===== src/rtl/mem_router_if.sv =====
// Bus bundle between the E/M pipeline boundary and mem_router.
// It covers the E-stage inputs, the memory steering and select outputs, the MMIO port and the fault/stall status.
interface mem_router_if #(
  parameter int ADDR_W = 32,
  parameter int STRB_W = 4
);
  logic [ADDR_W-1:0] pc_e;
  logic [ADDR_W-1:0] data_adr_e;
  logic [STRB_W-1:0] wea;
  logic              rd_e;
  logic [STRB_W-1:0] iwea;
  logic [STRB_W-1:0] dwea;
  logic              iload_sel;
  logic [1:0]        dload_sel;
  // MMIO handshake: io_req rises with io_adr/io_we and stays high, with the
  // payload stable, until io_ack is sampled high on a clock edge (or a timeout).
  // io_ack is a one-cycle completion strobe and is ignored while io_req is low.
  logic              io_req;
  logic [STRB_W-1:0] io_we;
  logic [ADDR_W-1:0] io_adr;
  logic              io_ack;
  logic              stall;
  logic              fault;
  logic [1:0]        fault_cause;
  logic              fault_clr;

  modport master (
    output pc_e, data_adr_e, wea, rd_e, io_ack, fault_clr,
    input  iwea, dwea, iload_sel, dload_sel, io_req, io_we, io_adr,
           stall, fault, fault_cause
  );

  modport slave (
    input  pc_e, data_adr_e, wea, rd_e, io_ack, fault_clr,
    output iwea, dwea, iload_sel, dload_sel, io_req, io_we, io_adr,
           stall, fault, fault_cause
  );
endinterface


===== src/rtl/mem_router.sv =====
// Memory-control decode: store steering to IMEM/DMEM, M-stage load selects,
// a handshaked MMIO port with timeout, pipeline stall and a sticky fault register.
module mem_router #(
  parameter int          ADDR_W       = 32,
  parameter int          STRB_W       = 4,
  parameter int          RGN_W        = 4,
  parameter logic [3:0]  RGN_DMEM     = 4'b0001,
  parameter logic [3:0]  RGN_IMEM     = 4'b0010,
  parameter logic [3:0]  RGN_BOTH     = 4'b0011,
  parameter logic [3:0]  RGN_BIOS     = 4'b0100,
  parameter logic [3:0]  RGN_IO       = 4'b1000,
  parameter int          IMEM_WR_GATE = 1,
  parameter int          IO_TIMEOUT   = 255
) (
  input  logic           clk,
  input  logic           rst_n,
  mem_router_if.slave    bus,
  output logic [1:0]     o_dbg_state
);

  localparam int OFF_W = (STRB_W > 1) ? $clog2(STRB_W) : 1;
  localparam int CNT_W = $clog2(IO_TIMEOUT + 1);

  typedef enum logic [1:0] {
    S_IDLE  = 2'd0,
    S_REQ   = 2'd1,
    S_WAIT1 = 2'd2
  } state_t;

  state_t r_state;
  state_t w_next;

  logic [RGN_W-1:0]  w_drgn;
  logic [RGN_W-1:0]  w_prgn;
  logic [OFF_W-1:0]  w_off;
  logic              w_store;
  logic              w_acc;
  logic [STRB_W-1:0] w_m1;
  logic [STRB_W-1:0] w_m2;
  logic              w_m2_ok;
  logic              w_st_ok;
  logic              w_mis;
  logic              w_known;
  logic              w_unm;
  logic              w_bad;
  logic              w_gate;
  logic              w_stall;
  logic              w_trig;
  logic              w_to;

  logic [RGN_W-1:0]  r_prgn_m;
  logic [RGN_W-1:0]  r_drgn_m;
  logic              r_io_req;
  logic [STRB_W-1:0] r_io_we;
  logic [ADDR_W-1:0] r_io_adr;
  logic [CNT_W-1:0]  r_cnt;
  logic              r_fault;
  logic [1:0]        r_cause;

  assign w_drgn  = bus.data_adr_e[ADDR_W-1 -: RGN_W];
  assign w_prgn  = bus.pc_e[ADDR_W-1 -: RGN_W];
  assign w_off   = bus.data_adr_e[OFF_W-1:0];
  assign w_store = |bus.wea;
  assign w_acc   = w_store | bus.rd_e;

  // A store must be exactly a byte, a halfword or a full word run starting at the offset.
  assign w_m1    = STRB_W'(1) << w_off;
  assign w_m2    = STRB_W'(3) << w_off;
  assign w_m2_ok = (w_off <= OFF_W'(STRB_W - 2));
  assign w_st_ok = (bus.wea == w_m1) || (w_m2_ok && (bus.wea == w_m2)) ||
                   ((w_off == '0) && (&bus.wea));
  assign w_mis   = (w_store && !w_st_ok) || (bus.rd_e && (w_off != '0));

  assign w_known = (w_drgn == RGN_DMEM) || (w_drgn == RGN_IMEM) ||
                   (w_drgn == RGN_BOTH) || (w_drgn == RGN_BIOS) ||
                   (w_drgn == RGN_IO);
  assign w_unm   = (w_acc && !w_known) || (bus.rd_e && (w_drgn == RGN_IMEM));
  assign w_bad   = w_mis || w_unm;
  assign w_gate  = (IMEM_WR_GATE == 0) || (w_prgn == RGN_BIOS);

  always_comb begin
    bus.iwea = '0;
    bus.dwea = '0;
    if (!w_stall && !w_bad) begin
      if ((w_drgn == RGN_DMEM) || (w_drgn == RGN_BOTH)) bus.dwea = bus.wea;
      if (((w_drgn == RGN_IMEM) || (w_drgn == RGN_BOTH)) && w_gate) bus.iwea = bus.wea;
    end
  end

  always_ff @(posedge clk or negedge rst_n) begin
    if (!rst_n) r_state <= S_IDLE;
    else        r_state <= w_next;
  end

  // rst_n gates the trigger so stall drops the instant reset is applied.
  always_comb begin
    w_next  = r_state;
    w_stall = 1'b0;
    w_trig  = 1'b0;
    w_to    = 1'b0;
    case (r_state)
      S_IDLE: begin
        if (rst_n && (w_drgn == RGN_IO) && w_acc && !w_mis) begin
          w_trig  = 1'b1;
          w_stall = 1'b1;
          w_next  = S_REQ;
        end
      end
      S_REQ: begin
        w_stall = 1'b1;
        if (bus.io_ack) begin
          w_next = S_WAIT1;
        end else if (r_cnt == CNT_W'(IO_TIMEOUT)) begin
          w_to   = 1'b1;
          w_next = S_WAIT1;
        end
      end
      S_WAIT1: w_next = S_IDLE;
      default: w_next = S_IDLE;
    endcase
  end

  always_ff @(posedge clk or negedge rst_n) begin
    if (!rst_n) begin
      r_io_req <= 1'b0;
      r_io_we  <= '0;
      r_io_adr <= '0;
      r_cnt    <= '0;
    end else if (w_trig) begin
      r_io_req <= 1'b1;
      r_io_we  <= bus.wea;
      r_io_adr <= bus.data_adr_e;
      r_cnt    <= '0;
    end else if (r_state == S_REQ) begin
      if (w_next != S_REQ) r_io_req <= 1'b0;
      else                 r_cnt    <= r_cnt + CNT_W'(1);
    end
  end

  always_ff @(posedge clk or negedge rst_n) begin
    if (!rst_n) begin
      r_fault <= 1'b0;
      r_cause <= 2'd0;
    end else if (bus.fault_clr) begin
      r_fault <= 1'b0;
      r_cause <= 2'd0;
    end else if (!r_fault && (w_to || w_bad)) begin
      r_fault <= 1'b1;
      r_cause <= w_to ? 2'd3 : (w_mis ? 2'd2 : 2'd1);
    end
  end

  always_ff @(posedge clk or negedge rst_n) begin
    if (!rst_n) begin
      r_prgn_m <= '0;
      r_drgn_m <= '0;
    end else if (!w_stall) begin
      r_prgn_m <= w_prgn;
      r_drgn_m <= w_drgn;
    end
  end

  always_comb begin
    bus.dload_sel = 2'd0;
    if (r_drgn_m == RGN_BIOS)    bus.dload_sel = 2'd1;
    else if (r_drgn_m == RGN_IO) bus.dload_sel = 2'd2;
  end

  assign bus.iload_sel   = (r_prgn_m == RGN_BIOS);
  assign bus.io_req      = r_io_req;
  assign bus.io_we       = r_io_we;
  assign bus.io_adr      = r_io_adr;
  assign bus.stall       = w_stall;
  assign bus.fault       = r_fault;
  assign bus.fault_cause = r_cause;
  assign o_dbg_state     = r_state;

endmodule


===== src/flat_wrapper.sv =====
// flat-port wrapper written by rule: the top's interface ports become plain ports
module mem_router_flat 
#(
  parameter int          ADDR_W       = 32,
  parameter int          STRB_W       = 4,
  parameter int          RGN_W        = 4,
  parameter logic [3:0]  RGN_DMEM     = 4'b0001,
  parameter logic [3:0]  RGN_IMEM     = 4'b0010,
  parameter logic [3:0]  RGN_BOTH     = 4'b0011,
  parameter logic [3:0]  RGN_BIOS     = 4'b0100,
  parameter logic [3:0]  RGN_IO       = 4'b1000,
  parameter int          IMEM_WR_GATE = 1,
  parameter int          IO_TIMEOUT   = 255
)
  (clk, rst_n, o_dbg_state, bus_pc_e, bus_data_adr_e, bus_wea, bus_rd_e, bus_io_ack, bus_fault_clr, bus_iwea, bus_dwea, bus_iload_sel, bus_dload_sel, bus_io_req, bus_io_we, bus_io_adr, bus_stall, bus_fault, bus_fault_cause);
  mem_router_if #(.ADDR_W(ADDR_W), .STRB_W(STRB_W)) bus_i ();
  input  logic clk;
  input  logic rst_n;
  output logic [1:0] o_dbg_state;
  input wire logic [$bits(bus_i.pc_e)-1:0] bus_pc_e;
  input wire logic [$bits(bus_i.data_adr_e)-1:0] bus_data_adr_e;
  input wire logic [$bits(bus_i.wea)-1:0] bus_wea;
  input wire logic [$bits(bus_i.rd_e)-1:0] bus_rd_e;
  input wire logic [$bits(bus_i.io_ack)-1:0] bus_io_ack;
  input wire logic [$bits(bus_i.fault_clr)-1:0] bus_fault_clr;
  output wire logic [$bits(bus_i.iwea)-1:0] bus_iwea;
  output wire logic [$bits(bus_i.dwea)-1:0] bus_dwea;
  output wire logic [$bits(bus_i.iload_sel)-1:0] bus_iload_sel;
  output wire logic [$bits(bus_i.dload_sel)-1:0] bus_dload_sel;
  output wire logic [$bits(bus_i.io_req)-1:0] bus_io_req;
  output wire logic [$bits(bus_i.io_we)-1:0] bus_io_we;
  output wire logic [$bits(bus_i.io_adr)-1:0] bus_io_adr;
  output wire logic [$bits(bus_i.stall)-1:0] bus_stall;
  output wire logic [$bits(bus_i.fault)-1:0] bus_fault;
  output wire logic [$bits(bus_i.fault_cause)-1:0] bus_fault_cause;
  assign bus_i.pc_e = bus_pc_e;
  assign bus_i.data_adr_e = bus_data_adr_e;
  assign bus_i.wea = bus_wea;
  assign bus_i.rd_e = bus_rd_e;
  assign bus_i.io_ack = bus_io_ack;
  assign bus_i.fault_clr = bus_fault_clr;
  assign bus_iwea = bus_i.iwea;
  assign bus_dwea = bus_i.dwea;
  assign bus_iload_sel = bus_i.iload_sel;
  assign bus_dload_sel = bus_i.dload_sel;
  assign bus_io_req = bus_i.io_req;
  assign bus_io_we = bus_i.io_we;
  assign bus_io_adr = bus_i.io_adr;
  assign bus_stall = bus_i.stall;
  assign bus_fault = bus_i.fault;
  assign bus_fault_cause = bus_i.fault_cause;
  mem_router #(.ADDR_W(ADDR_W), .STRB_W(STRB_W), .RGN_W(RGN_W), .RGN_DMEM(RGN_DMEM), .RGN_IMEM(RGN_IMEM), .RGN_BOTH(RGN_BOTH), .RGN_BIOS(RGN_BIOS), .RGN_IO(RGN_IO), .IMEM_WR_GATE(IMEM_WR_GATE), .IO_TIMEOUT(IO_TIMEOUT)) u_core (.clk(clk), .rst_n(rst_n), .bus(bus_i), .o_dbg_state(o_dbg_state));
endmodule

===== config.mk =====
export PLATFORM = sky130hd
export DESIGN_NAME = mem_router_flat
export DESIGN_NICKNAME = d
export VERILOG_FILES = /design/src/rtl/mem_router_if.sv /design/src/rtl/mem_router.sv /design/src/flat_wrapper.sv
export SDC_FILE = /design/constraint.sdc
export NUM_CORES = 1
export LEC_CHECK = 0
export ABC_AREA = 1
export CORE_ASPECT_RATIO = 2
export CORE_MARGIN = 3
export CORE_UTILIZATION = 40
export DETAILED_ROUTE_END_ITERATION = 7
export DONT_BUFFER_PORTS = 1
export SETUP_SLACK_MARGIN = 0.5
export SLEW_MARGIN = 40
export SYNTH_ARGS = -nofsm -noshare
export SYNTH_HDL_FRONTEND = slang
export SYNTH_SLANG_ARGS = --single-unit

===== constraint.sdc =====
create_clock -name clk -period 7.4 [get_ports clk]
set_input_delay 2.22 -clock clk [delete_from_list [all_inputs] [get_ports clk]]
set_output_delay 2.22 -clock clk [all_outputs]
set_load 0.1 [all_outputs]

==> impl_metrics.env <==
export IMPL_grt_setup_unrepaired="no"
export IMPL_clkTransAtPathRegs_ps=50
export IMPL_hold_depth=2
export IMPL_cts_made_buffers=9
export IMPL_dpl_hpwl_mm=4.93
export IMPL_root_buffer="clkbuf_16"
export IMPL_grt_first_pass_wirelength_mm=10.8
export IMPL_cts_tree="done"
export IMPL_synth_area_leaders="dfrtp_1, nand2_1, inv_1"
export IMPL_io_buffers=0
export IMPL_syn_cell_area_mm2=0.00287
export IMPL_syn_avg_cell_area_um2=7.94
export IMPL_area_growth_pct=21.2
export IMPL_clk_latency_ps=330
export IMPL_num_io_pins=127
export IMPL_clockBufferDepth=2
export IMPL_yosysWarnings=0
export IMPL_synth_fp_nets=440
export IMPL_min_from="u_core.r_drgn_m[0]$_DFFE_PN0N_"
export IMPL_dr_pass1_iters=4
export IMPL_r2r_cells=7
export IMPL_cap_violations=0
export IMPL_tightest_slew_ps=895
export IMPL_clkSinkCount=58
export IMPL_grt_overflow=0
export IMPL_antenna_left=0
export IMPL_hold_violations=0
export IMPL_diodes=0
export IMPL_ys_ff_latch=58
export IMPL_routed_wl_mm=6.49
export IMPL_dp_cells=455
export IMPL_hold_ws_ps=484
export IMPL_synth_top_family_by_area="simple AND/OR/NAND/NOR gates"
export IMPL_cp_required_ps=5180
export IMPL_dieWidth_um=65.9
export IMPL_fp_dieArea_mm2=0.00828
export IMPL_path_class="primary input to output pin"
export IMPL_max_vdd_ir_drop_mv=0.188
export IMPL_yosys_area_share_simple_pct=34.2
export IMPL_htree_levels=3
export IMPL_period_share_pct=85.1
export IMPL_finalNonFillerCells=471
export IMPL_via_count=2270
export IMPL_fillers=644
export IMPL_post_cts_buffers=0
export IMPL_min_period_ps=6290
export IMPL_timing_rr_start="u_core.o_dbg_state[0]$_DFF_PN0_"
export IMPL_core_mm2=0.00694
export IMPL_fmax_ghz=0.159
export IMPL_path_max_fanout=6
export IMPL_outcome="finished clean"
export IMPL_yosysTopAreaCell="dfrtp_1"
export IMPL_reg2reg_slack_ps=5040
export IMPL_min_delay_worst_endpoint="u_core.r_drgn_m[0]$_DFFE_PN0N_"
export IMPL_cp_start_kind="primary input"
export IMPL_finalClockSkew_ps=4.31
export IMPL_gp_congestion=0.747
export IMPL_drc=0
export IMPL_drt_iter0_drc=88
export IMPL_critPathArrivalTime_ps=4070
export IMPL_min_path_type="register to register"
export IMPL_r2r_end="u_core.bus.io_adr[18]$_DFFE_PN0P_"
export IMPL_num_rows=43
export IMPL_antenna_found_initial=0
export IMPL_via_per_inst=4.82
export IMPL_synth_compound_area_share_pct=3.97
export IMPL_power_leakage_nw=1.78
export IMPL_synth_area_mux_share_pct=0
export IMPL_grt_pass1_vias=2335
export IMPL_synth_xor_area_share_pct=0
export IMPL_fin_tns_setup_ps=0
export IMPL_synth_fa_ha_area_share_pct=2.62
export IMPL_netlist_area_leader_share_pct=50.6
export IMPL_postSynthCellCount=361
export IMPL_finalSetupViolations=0
export IMPL_die_height_um=126
export IMPL_power_density_mw_per_mm2=318
export IMPL_slew_headroom_pct=40.4
export IMPL_layout_drive_gt1_share_pct=25.5
export IMPL_ys_seq_area_share_pct=50.6
export IMPL_initial_core_util_pct=41.3
export IMPL_grt_use_total_pct=17.4
export IMPL_yosysUniqueCellTypes=30
export IMPL_cts_resized_gates=0
export IMPL_wl_per_cell_um=13.8
export IMPL_drv_slew=0
export IMPL_crit_path_end_kind="output pin"
export IMPL_cts_hold_buf=0
export IMPL_fin_nets=455
export IMPL_grt_max_degree=61
[layer usage]
metal	track usage [%]	up-vias	routed length [um]
li1	-	1150	-
met1	17.5	1026	2230
met2	30.8	85	3660
met3	6.16	9	462
met4	8.19	0	138
met5	0	-	0
[where the power goes]
| part | switching (W) | leakage [nW] | internal [W] |
|---|---|---|---|
| Combinational | 0.0000597 | 0.929 | 0.0000383 |
| Clock | 0.000144 | 0.159 | 0.000304 |
| Sequential | 0.000203 | 0.695 | 0.000356 |
[sequential cells by signal, indices dropped and copies added, names as in the netlist]
name and flops:
u_core.r_cnt 8, u_core.r_prgn_m 4, u_core.bus.io_we 4, u_core.bus.io_req 1, u_core.bus.fault_cause 2, u_core.bus.fault 1, u_core.o_dbg_state 2, u_core.bus.io_adr 32
u_core.r_drgn_m 4
[cell families after synthesis]
kind of cell,after synthesis
adders and majority gates,6
and+or+nand+nor,220
AOI/OAI and AO/OA,21
buffers and inverters,56
DFF,58
[how the worst max path moves through the flow]
stage                      start           to  slack, ps  cells past startpoint
2_1_floorplan  bus_data_adr_e[1]  bus_dwea[0]        570                     12
3_3_place_gp   bus_data_adr_e[1]  bus_dwea[0]       1130                     13
3_5_place_dp   bus_data_adr_e[1]  bus_dwea[0]       1100                     13
4_1_cts        bus_data_adr_e[1]  bus_dwea[0]       1090                     13
5_1_grt        bus_data_adr_e[1]  bus_dwea[2]        900                     13
6_report       bus_data_adr_e[1]  bus_dwea[0]       1110                     13
[synthesized netlist by cell type]
cell / number
nand2_1: 145
dfrtp_1: 58
inv_1: 43
nor2_1: 27
nand3_1: 21
o21ai_0: 11
nand4_1: 9
ha_1: 6
o21ai_1: 5
buf_2: 4
inv_2: 4
nand2_2: 3
or2_2: 3
a21oi_1: 2
buf_6: 2
nand4_4: 2
nor3_1: 2
o21bai_1: 2
and3b_1: 1
buf_4: 1
buf_8: 1
inv_4: 1
nand2_4: 1
nand3_2: 1
nand3_4: 1
nand3b_1: 1
nor2_4: 1
nor3_2: 1
nor4_1: 1
o21ai_2: 1
[placed cells by master, fill, tap and decap left out, types with 2 or more instances in the layout]
master and instances:
nand2_2 3, buf_4 8, inv_1 43, nand4_1 9
o21bai_1 2, nand2_1 145, nor2_1 18, nor2_2 8
dfrtp_2 40, inv_2 4, clkinv_4 2, nand3_1 21
a21oi_1 2, o21ai_1 5, o21ai_0 11, nor3_2 2
ha_1 6, bufinv_16 2, clkbuf_16 11, dfrtp_1 18
or2_2 3, nor2_4 2, nand4_4 2
[metrics by stage]
step | util, % | power (W) | instance area (um^2) | worst slack (ps)
after floorplan | - | 0.000627 | 2870 | 568
after global placement | 44.1 | 0.000649 | 3060 | 1130
after detailed placement | 45.2 | 0.000662 | 3140 | 1100
after CTS | 49.9 | 0.00112 | 3470 | 1090
after global routing | 50.1 | 0.00115 | 3470 | 896
final | 50.1 | 0.00110 | 3470 | 1110
[critical path: stages]
cell	delay (ps)
inv_1	130
ha_1	220
inv_1	70
nand2_1	60
nand2_1	70
nor2_1	100
nand3_1	130
nand4_4	150
nand2_1	130
nor2_4	190
nand3_2	180
nor2_2	120
buf_4	290
[layout make-up]
class / instances / area [um^2] / area share, %
Sequential cell: 58 / 1500 / 43.2
Multi-Input combinational cell: 247 / 1210 / 34.7
Clock buffer: 10 / 239 / 6.88
Inverter: 48 / 183 / 5.26
Timing Repair Buffer: 12 / 141 / 4.07
Tap cell: 90 / 113 / 3.24
Clock inverter: 6 / 90.1 / 2.59
No activity file was read; power rests on OpenSTA's default activity.
